==> config.mk <==
export PLATFORM = sky130hd
export DESIGN_NAME = bus_gate_arbiter
export DESIGN_NICKNAME = d
export VERILOG_FILES = /design/src/rtl/bus_pkg.sv /design/src/rtl/rr_priority_pick.sv /design/src/rtl/bus_gate_arbiter.sv
export SDC_FILE = /design/constraint.sdc
export NUM_CORES = 1
export LEC_CHECK = 0
export CORE_MARGIN = 2
export CORE_UTILIZATION = 30
export DETAILED_ROUTE_END_ITERATION = 12
export PLACE_DENSITY = 0.76
export SLEW_MARGIN = 30
export SYNTH_ARGS = -nofsm -noshare
export SYNTH_HDL_FRONTEND = slang
export SYNTH_SLANG_ARGS = --single-unit
==> constraint.sdc <==
create_clock -name Clk -period 4.9 [get_ports Clk]
set_clock_uncertainty 0.1 [all_clocks]
set_input_delay 0.49 -clock Clk [delete_from_list [all_inputs] [get_ports Clk]]
set_output_delay 0.49 -clock Clk [all_outputs]
set_load 0.01 [all_outputs]
==> src/rtl/bus_pkg.sv <==
// Shared types and defaults for the gated bus driver (bus_gate_arbiter and its picker).
package bus_pkg;

   localparam int BUS_WIDTH_DEFAULT = 16;
   localparam int BUS_NSRC_DEFAULT  = 4;
   localparam int BUS_CNT_W_DEFAULT = 8;

   typedef logic [$clog2(BUS_NSRC_DEFAULT)-1:0] bus_sel_t;

   typedef enum logic {
      BUS_FIXED = 1'b0,
      BUS_RR    = 1'b1
   } bus_mode_e;

endpackage

==> src/rtl/rr_priority_pick.sv <==
// Combinational first-set picker: searches req upward from start, wrapping NSRC-1 -> 0.
module rr_priority_pick #(
   parameter int NSRC  = 4,
   parameter int SEL_W = $clog2(NSRC)
) (
   input  logic [NSRC-1:0]  req,
   input  logic [SEL_W-1:0] start,
   output logic             found,
   output logic [SEL_W-1:0] index
);

   // Doubling the vector turns the wrap-around search into a plain shift.
   logic [2*NSRC-1:0] rot;
   logic [SEL_W:0]    pos;

   always_comb begin
      found = 1'b0;
      index = '0;
      pos   = '0;
      rot   = {req, req} >> start;
      for (int k = 0; k < NSRC; k++) begin
         if (!found && rot[k]) begin
            found = 1'b1;
            pos   = {1'b0, start} + (SEL_W+1)'(k);
            if (pos >= (SEL_W+1)'(NSRC)) begin
               pos = pos - (SEL_W+1)'(NSRC);
            end
            index = pos[SEL_W-1:0];
         end
      end
   end

endmodule

==> src/rtl/bus_gate_arbiter.sv <==
// Registered bus driver selecting one of NSRC gated sources (fixed priority or round-robin).
// Optional conflict counter/sticky flag enabled by defining BUS_CONFLICT_LOG_EN.
module bus_gate_arbiter
   import bus_pkg::*;
#(
   parameter int WIDTH     = BUS_WIDTH_DEFAULT,
   parameter int NSRC      = BUS_NSRC_DEFAULT,
   parameter int HOLD_IDLE = 0,
   parameter int CNT_W     = BUS_CNT_W_DEFAULT
) (
   input  logic                         Clk,
   input  logic                         Reset,
   input  logic [NSRC-1:0]              gate,
   input  logic [NSRC-1:0][WIDTH-1:0]   src_data,
   input  logic                         rr_mode,
   output logic [WIDTH-1:0]             Bus_out,
   output logic                         bus_valid,
   output logic [$clog2(NSRC)-1:0]      sel_idx,
   output logic                         conflict,
   input  logic                         conflict_clr,
   output logic [CNT_W-1:0]             conflict_cnt,
   output logic                         conflict_stky
);

   localparam int SEL_W = $clog2(NSRC);

   // bus_valid qualifies Bus_out for exactly one cycle; there is no backpressure on the bus.
   bus_mode_e        mode;
   logic             fx_found, rr_found, grant_found, multi;
   logic [SEL_W-1:0] fx_idx, rr_idx, grant_idx, rr_next;
   logic [SEL_W-1:0] rr_ptr;

   assign mode = bus_mode_e'(rr_mode);

   rr_priority_pick #(.NSRC(NSRC)) u_fixed_pick (
      .req   (gate),
      .start (SEL_W'(0)),
      .found (fx_found),
      .index (fx_idx)
   );

   rr_priority_pick #(.NSRC(NSRC)) u_rr_pick (
      .req   (gate),
      .start (rr_ptr),
      .found (rr_found),
      .index (rr_idx)
   );

   always_comb begin
      grant_found = fx_found;
      grant_idx   = fx_idx;
      if (mode == BUS_RR) begin
         grant_found = rr_found;
         grant_idx   = rr_idx;
      end
      rr_next = (grant_idx == SEL_W'(NSRC-1)) ? '0 : grant_idx + SEL_W'(1);
      multi   = ($countones(gate) > 1);
   end

   always_ff @(posedge Clk) begin
      if (Reset) begin
         Bus_out   <= '0;
         bus_valid <= 1'b0;
         sel_idx   <= '0;
         conflict  <= 1'b0;
         rr_ptr    <= '0;
      end else begin
         conflict <= multi;
         if (grant_found) begin
            Bus_out   <= src_data[grant_idx];
            bus_valid <= 1'b1;
            sel_idx   <= grant_idx;
            if (mode == BUS_RR) begin
               rr_ptr <= rr_next;
            end
         end else begin
            bus_valid <= 1'b0;
            if (HOLD_IDLE == 0) begin
               Bus_out <= '0;
            end
         end
      end
   end

`ifdef BUS_CONFLICT_LOG_EN
   logic [CNT_W-1:0] cnt_q;
   logic             stky_q;

   // Clear beats a conflict landing on the same edge.
   always_ff @(posedge Clk) begin
      if (Reset || conflict_clr) begin
         cnt_q  <= '0;
         stky_q <= 1'b0;
      end else if (multi) begin
         if (cnt_q != '1) begin
            cnt_q <= cnt_q + CNT_W'(1);
         end
         stky_q <= 1'b1;
      end
   end

   assign conflict_cnt  = cnt_q;
   assign conflict_stky = stky_q;
`else
   logic unused_conflict_clr;
   assign unused_conflict_clr = conflict_clr;
   assign conflict_cnt        = '0;
   assign conflict_stky       = 1'b0;
`endif

endmodule

Word level (Yosys, flattened, before mapping)
Cells that the tools add are included.
- register bits: 22
- word-level logic and storage cells: 64
- output and inout port bits: 29
- input port bits: 72
- order comparisons: 6
- equal/unequal tests: 1
- reductions and logical operators: 14
- add/subtract/negate cells: 11
- mux-type cells: 25
- bitwise gates (word level): 1
- shift-type cells: 1
- operators by type and width (operator ; number):
    16-bit binary-select mux with 2-bit select ; 1
    2-bit two-way mux ; 12
    16-bit two-way mux ; 1
    1-bit two-way mux ; 11
    3-bit >= comparator, second input constant ; 3
    8-bit by 2-bit right shift with 4-bit output ; 1
    2-bit by 1-bit subtractor with 2-bit output, second input constant ; 4
    2-bit by 2-bit adder with 3-bit output, second input constant ; 2
    1-bit logical AND ; 6
    1-bit logical NOT ; 6
    1-bit by 1-bit adder with 2-bit output ; 2
    2-bit by 1-bit adder with 3-bit output, second input constant ; 1
    2-bit by 2-bit adder with 3-bit output ; 1
    2-bit by 3-bit >= comparator with 1-bit output, second input constant ; 1
    3-bit by 1-bit greater-than comparator with 1-bit output, second input constant ; 1
    2-bit by 3-bit < comparator with 1-bit output, second input constant ; 1
    2-bit by 1-bit adder with 2-bit output, second input constant ; 1
    2-bit == test, second input constant ; 1
    2-bit AND reduction ; 1
    2-bit OR reduction ; 1
    1-bit NOT ; 1

Longest topological paths before layout
- word-level depth: 14
- depth in mapped cells: 11
- mapped depth without buffers: 10

Cells and area by module
A second synthesis with hierarchy kept.
- cell total of the unflattened synthesis: 229
- area total of the unflattened synthesis: 1625.3 um2
- by module, submodules not included (module ; sequential area each (um2) ; instances ; cells an instance ; area each (um2)):
    bus_gate_arbiter ; 440.4 ; 1 ; 205 ; 1477.7
    rr_priority_pick ; 0.0 ; 2 ; 12 ; 73.8

Worst setup path before layout
OpenSTA, ideal clock, no wires.
- kind: in2reg
- start point: in gate[2]
- end point: reg rr_ptr[0]
- required time: 4735 ps
- path slack: 2668 ps
- buffers on the path: 2
- setup time: 65 ps
- cell stages on the path: 10
- arrival: 2067 ps
- cells stage by stage: buf_2 nor2b_1 a311o_2 nand3_4 inv_2 buf_2 ha_1 nor4b_1 a21oi_1 nor2_1
- cells in the longest elaborated chain, start to end: 14
- elaborated cells between the ends (all ways): 28
- those cells by class: add/sub: 1; eq/ne: 1; shift: 1; mux: 15; reduce/logical: 10
- RTL lines (what ; line ; RTL):
    start: declaration ; bus_gate_arbiter.sv:13 ; input logic [NSRC-1:0] gate,
    8-bit by 2-bit right shift with 4-bit output ; rr_priority_pick.sv:20 ; rot = {req, req} >> start;
    1-bit two-way mux ; rr_priority_pick.sv:22 ; if (!found && rot[k]) begin
    1-bit logical NOT ; rr_priority_pick.sv:22 ;
    1-bit logical AND ; rr_priority_pick.sv:22 ;
    1-bit two-way mux ; rr_priority_pick.sv:22 ;
    1-bit logical NOT ; rr_priority_pick.sv:22 ;
    1-bit logical AND ; rr_priority_pick.sv:22 ;
    1-bit two-way mux ; rr_priority_pick.sv:22 ;
    1-bit logical NOT ; rr_priority_pick.sv:22 ;
    1-bit logical AND ; rr_priority_pick.sv:22 ;
    2-bit two-way mux ; rr_priority_pick.sv:22 ;
    2-bit two-way mux * ; bus_gate_arbiter.sv:52 ; if (mode == BUS_RR) begin
    named net grant_idx[1] ; bus_gate_arbiter.sv:30 ; logic [SEL_W-1:0] fx_idx, rr_idx, grant_idx, rr_next;
    2-bit == test * ; bus_gate_arbiter.sv:56 ; rr_next = (grant_idx == SEL_W'(NSRC-1)) ? '0 : grant_idx + SEL_W'(1);
    2-bit two-way mux * ; bus_gate_arbiter.sv:56 ;
    end signal: assignment ; bus_gate_arbiter.sv:74 ; rr_ptr <= rr_next;
    end: declaration ; bus_gate_arbiter.sv:31 ; logic [SEL_W-1:0] rr_ptr;
Mark *: on every way through the listed nets, which the timed path passes. The rest lies on a longest branch.
A chain may end at the register's enable or synchronous reset.

Final worst setup path
- start point: in gate[1]
- end point: reg rr_ptr[0]
- cells in the longest elaborated chain, start to end: 14
- elaborated cells between the ends (all ways): 32
- those cells by class: add/sub: 1; eq/ne: 1; shift: 1; mux: 17; reduce/logical: 12
- RTL lines (what ; line):
    8-bit by 2-bit right shift with 4-bit output ; rr_priority_pick.sv:20
    1-bit two-way mux ; rr_priority_pick.sv:22
    1-bit logical NOT ; rr_priority_pick.sv:22
    1-bit logical AND ; rr_priority_pick.sv:22
    1-bit two-way mux ; rr_priority_pick.sv:22
    1-bit logical NOT ; rr_priority_pick.sv:22
    1-bit logical AND ; rr_priority_pick.sv:22
    1-bit two-way mux ; rr_priority_pick.sv:22
    1-bit logical NOT ; rr_priority_pick.sv:22
    1-bit logical AND ; rr_priority_pick.sv:22
    2-bit two-way mux ; rr_priority_pick.sv:22
    2-bit two-way mux ; bus_gate_arbiter.sv:52
    2-bit by 1-bit adder with 2-bit output or 2-bit == test (tied branches) ; bus_gate_arbiter.sv:56
    2-bit two-way mux ; bus_gate_arbiter.sv:56
Several ways; a longest one is shown, not always the timed one.

==> metrics.txt <==
outcome complete, no violations; mux cell area share after synthesis 2.11%; DP HPWL 3110 µm; setup TNS 0 ns; Synth Area in Compound Gates 26.7%; postcts setup bufs 0; Die Y-Extent ~73 µm; Wirelength per Cell 14.2 µm; share of cells above drive strength 1 under 10%; initial drt markers 74; area grow syn2layout 64.3%; antenna violations before repair 0; CTS root buffer clkbuf_8; row cnt 25; Die X 73.0 µm; Simple-Gate Fraction of Synth Area between 20% and 30%; CTS sink cnt 22; max-slew violation count 0; Finished Cell Area 2340 µm²; first-pass GRT wire length roughly 6700 µm; Mapped Area 1430 µm²; Final Hold Viols 0; DRC 0; post-CTS sizing 0; Final ANT Viol Nets 0; crit path kind in -> reg; hold_buf cts 0; Worst Setup End Kind register; xor/xnor share of the synthesized area 0%; Critical Path AT approximately 3.1 ns; Layout Cells excl Fill roughly 300; Num CTS Buffers 3; largest family of logic cells by synthesized area compound AO/OA/AOI/OAI gates; GR Overflow Total 0; commonest cells after routing, fill and taps aside 90 x clkdlybuf4s50_1, 34 x nand2_1, 22 x dfxtp_1; Hold WC Path Type reg -> reg; Port Buffers 90; CP startpoint kind primary input; Pwr Density around 250 nW/µm²; Lkg Pwr 0.000898 µW; syn_area_per_cell around 8.5 µm²; final wirelength 4290 µm; DR vias/cell about 5.1; fmax 0.339 GHz; I/O pins 101; Tmin final 2.95 ns; Slew headroom 51.9%; Netlist cell types 32; most common cell after layout, fill and taps aside clkdlybuf4s50_1; unrepaired setup endpoints after global routing false; Initial Util 30.6%; CP Data Required Time 5.01 ns; clock-pin slew on the worst setup and hold paths 0.08 ns; Post-DP Area 2270 µm²; Worst VDD drop 0.000102 V; die area ~5300 µm²; max cap viols 0; clk buf depth 2; cells after synthesis 168; post-synthesis sequential area ratio a little under a third; CTS tree done; via count 1531; Placed Cells approximately 300; yosys warns 0; FF+latch count, synth 22; worst slew pin tran 0.722 ns; Tot GR Track Use 15.9%; fill count 433; Core ar. about 4700 µm²; Final Net Count 326; clock latency at the later pin of the worst-skew pair 0.26 ns; crit share post-route about three fifths; vias in the first global route 1461; H-tree Lvls 1; gpl congestion 0.759; Ant. Diodes 0; adder-cell share of the synthesized area 4.04%; first-pass iteration count of the detailed router 4; final setup fails 0; Worst Path Max Fanout 33; pin count of the biggest net entering global routing 35
-- where the power goes --
group | internal [µW] | switching [µW] | leakage [µW] | total, µW
clock network | 109 | 66.7 | 0.0000357 | 176
logic | 117 | 90.3 | 0.000679 | 207
registers | 199 | 6.58 | 0.000183 | 205
total | 425 | 164 | 0.000898 | 588
-- worst paths after layout --
kind	start	cells after the start	slack, ns	end
max	gate[1]	9	1.95	rr_ptr[0]
min	sel_idx[0]	2	0.41	sel_idx[0]
max reg2reg	rr_ptr[1]	8	2.37	rr_ptr[0]
min reg2reg	sel_idx[0]	2	0.41	sel_idx[0]
-- flip-flops by register name, indices dropped and copies added, names as in the netlist --
signal and flops:
sel_idx 2, conflict 1, Bus_out 16, bus_valid 1
rr_ptr 2
-- per-layer routing --
layer  track usage [%]  share of wire, %  up-vias  wire length [µm]
met3              2.35               6.2        5               265
met4              5.35               1.3        0                55
li1                  -                 -      755                 -
met5                 0                 0        -                 0
met1              19.6                45      708              1950
met2              28.2                47       63              2030
-- stage by stage --
step | setup slack, ns | power [µW] | utilization [%] | hold slack [ns]
2_1_floorplan | 2.67 | 320 | - | 0.395
3_3_place_gp | 1.62 | 416 | 48.8 | 0.385
3_5_place_dp | 1.61 | 418 | 48.8 | 0.386
4_1_cts | 1.89 | 595 | 50.3 | 0.412
5_1_grt | 1.71 | 617 | 50.3 | 0.449
6_report | 1.95 | 588 | 50.3 | 0.411
-- kinds of logic after synthesis --
family | count (synthesis)
mux | 3
flops | 22
fa+ha+maj | 4
simple gates | 65
other cells | 1
buf+inv | 29
compound gates | 44
-- cell usage after synthesis --
| library cell | instances | share of area, % |
|---|---|---|
| or2_2 | 1 | 0.44 |
| a211o_1 | 1 | 0.61 |
| a311o_2 | 1 | 0.79 |
| mux2i_1 | 3 | 2.1 |
| nor2_1 | 4 | 1.1 |
| fa_1 | 1 | 1.4 |
| ha_1 | 3 | 2.6 |
| a221oi_2 | 2 | 2.1 |
| nand2_1 | 34 | 8.9 |
| o41ai_1 | 1 | 0.61 |
| nand2b_1 | 3 | 1.3 |
| a311oi_1 | 17 | 10 |
| or3b_1 | 1 | 0.61 |
| nand3_4 | 1 | 1.2 |
| o221ai_1 | 1 | 0.61 |
| a21boi_0 | 1 | 0.53 |
| buf_6 | 4 | 3.2 |
| buf_4 | 10 | 5.3 |
| a221oi_1 | 14 | 8.6 |
| and2_1 | 17 | 7.5 |
| nor2b_1 | 1 | 0.44 |
| inv_1 | 5 | 1.3 |
| a21oi_1 | 4 | 1.4 |
| inv_2 | 2 | 0.53 |
| conb_1 | 1 | 0.26 |
| o21ai_0 | 1 | 0.35 |
| nor3_1 | 1 | 0.35 |
| dfxtp_1 | 22 | 31 |
| buf_2 | 8 | 2.8 |
| a21oi_2 | 1 | 0.61 |
| nor4b_1 | 1 | 0.61 |
| nor3b_1 | 1 | 0.53 |
-- area by class of cell --
type / instances / area (µm²) / share of cell area (%)
repair buffers: 91 / 908 / 38.8
multi-input cells: 125 / 830 / 35.4
flip-flops and latches: 22 / 440 / 18.8
well taps: 54 / 67.6 / 2.88
clock buffers: 3 / 41.3 / 1.76
clock inverters: 1 / 30.0 / 1.28
inverters: 7 / 26.3 / 1.12
-- worst max-delay path: stages --
cell and delay [ns]:
clkdlybuf4s50_1 0.57, inv_1 0.14, a311o_2 0.53, nand3_4 0.37
inv_2 0.24, ha_1 0.26, nor4b_1 0.27, a21oi_1 0.08
nor2_1 0.10
(Power assumes the default switching activity.)
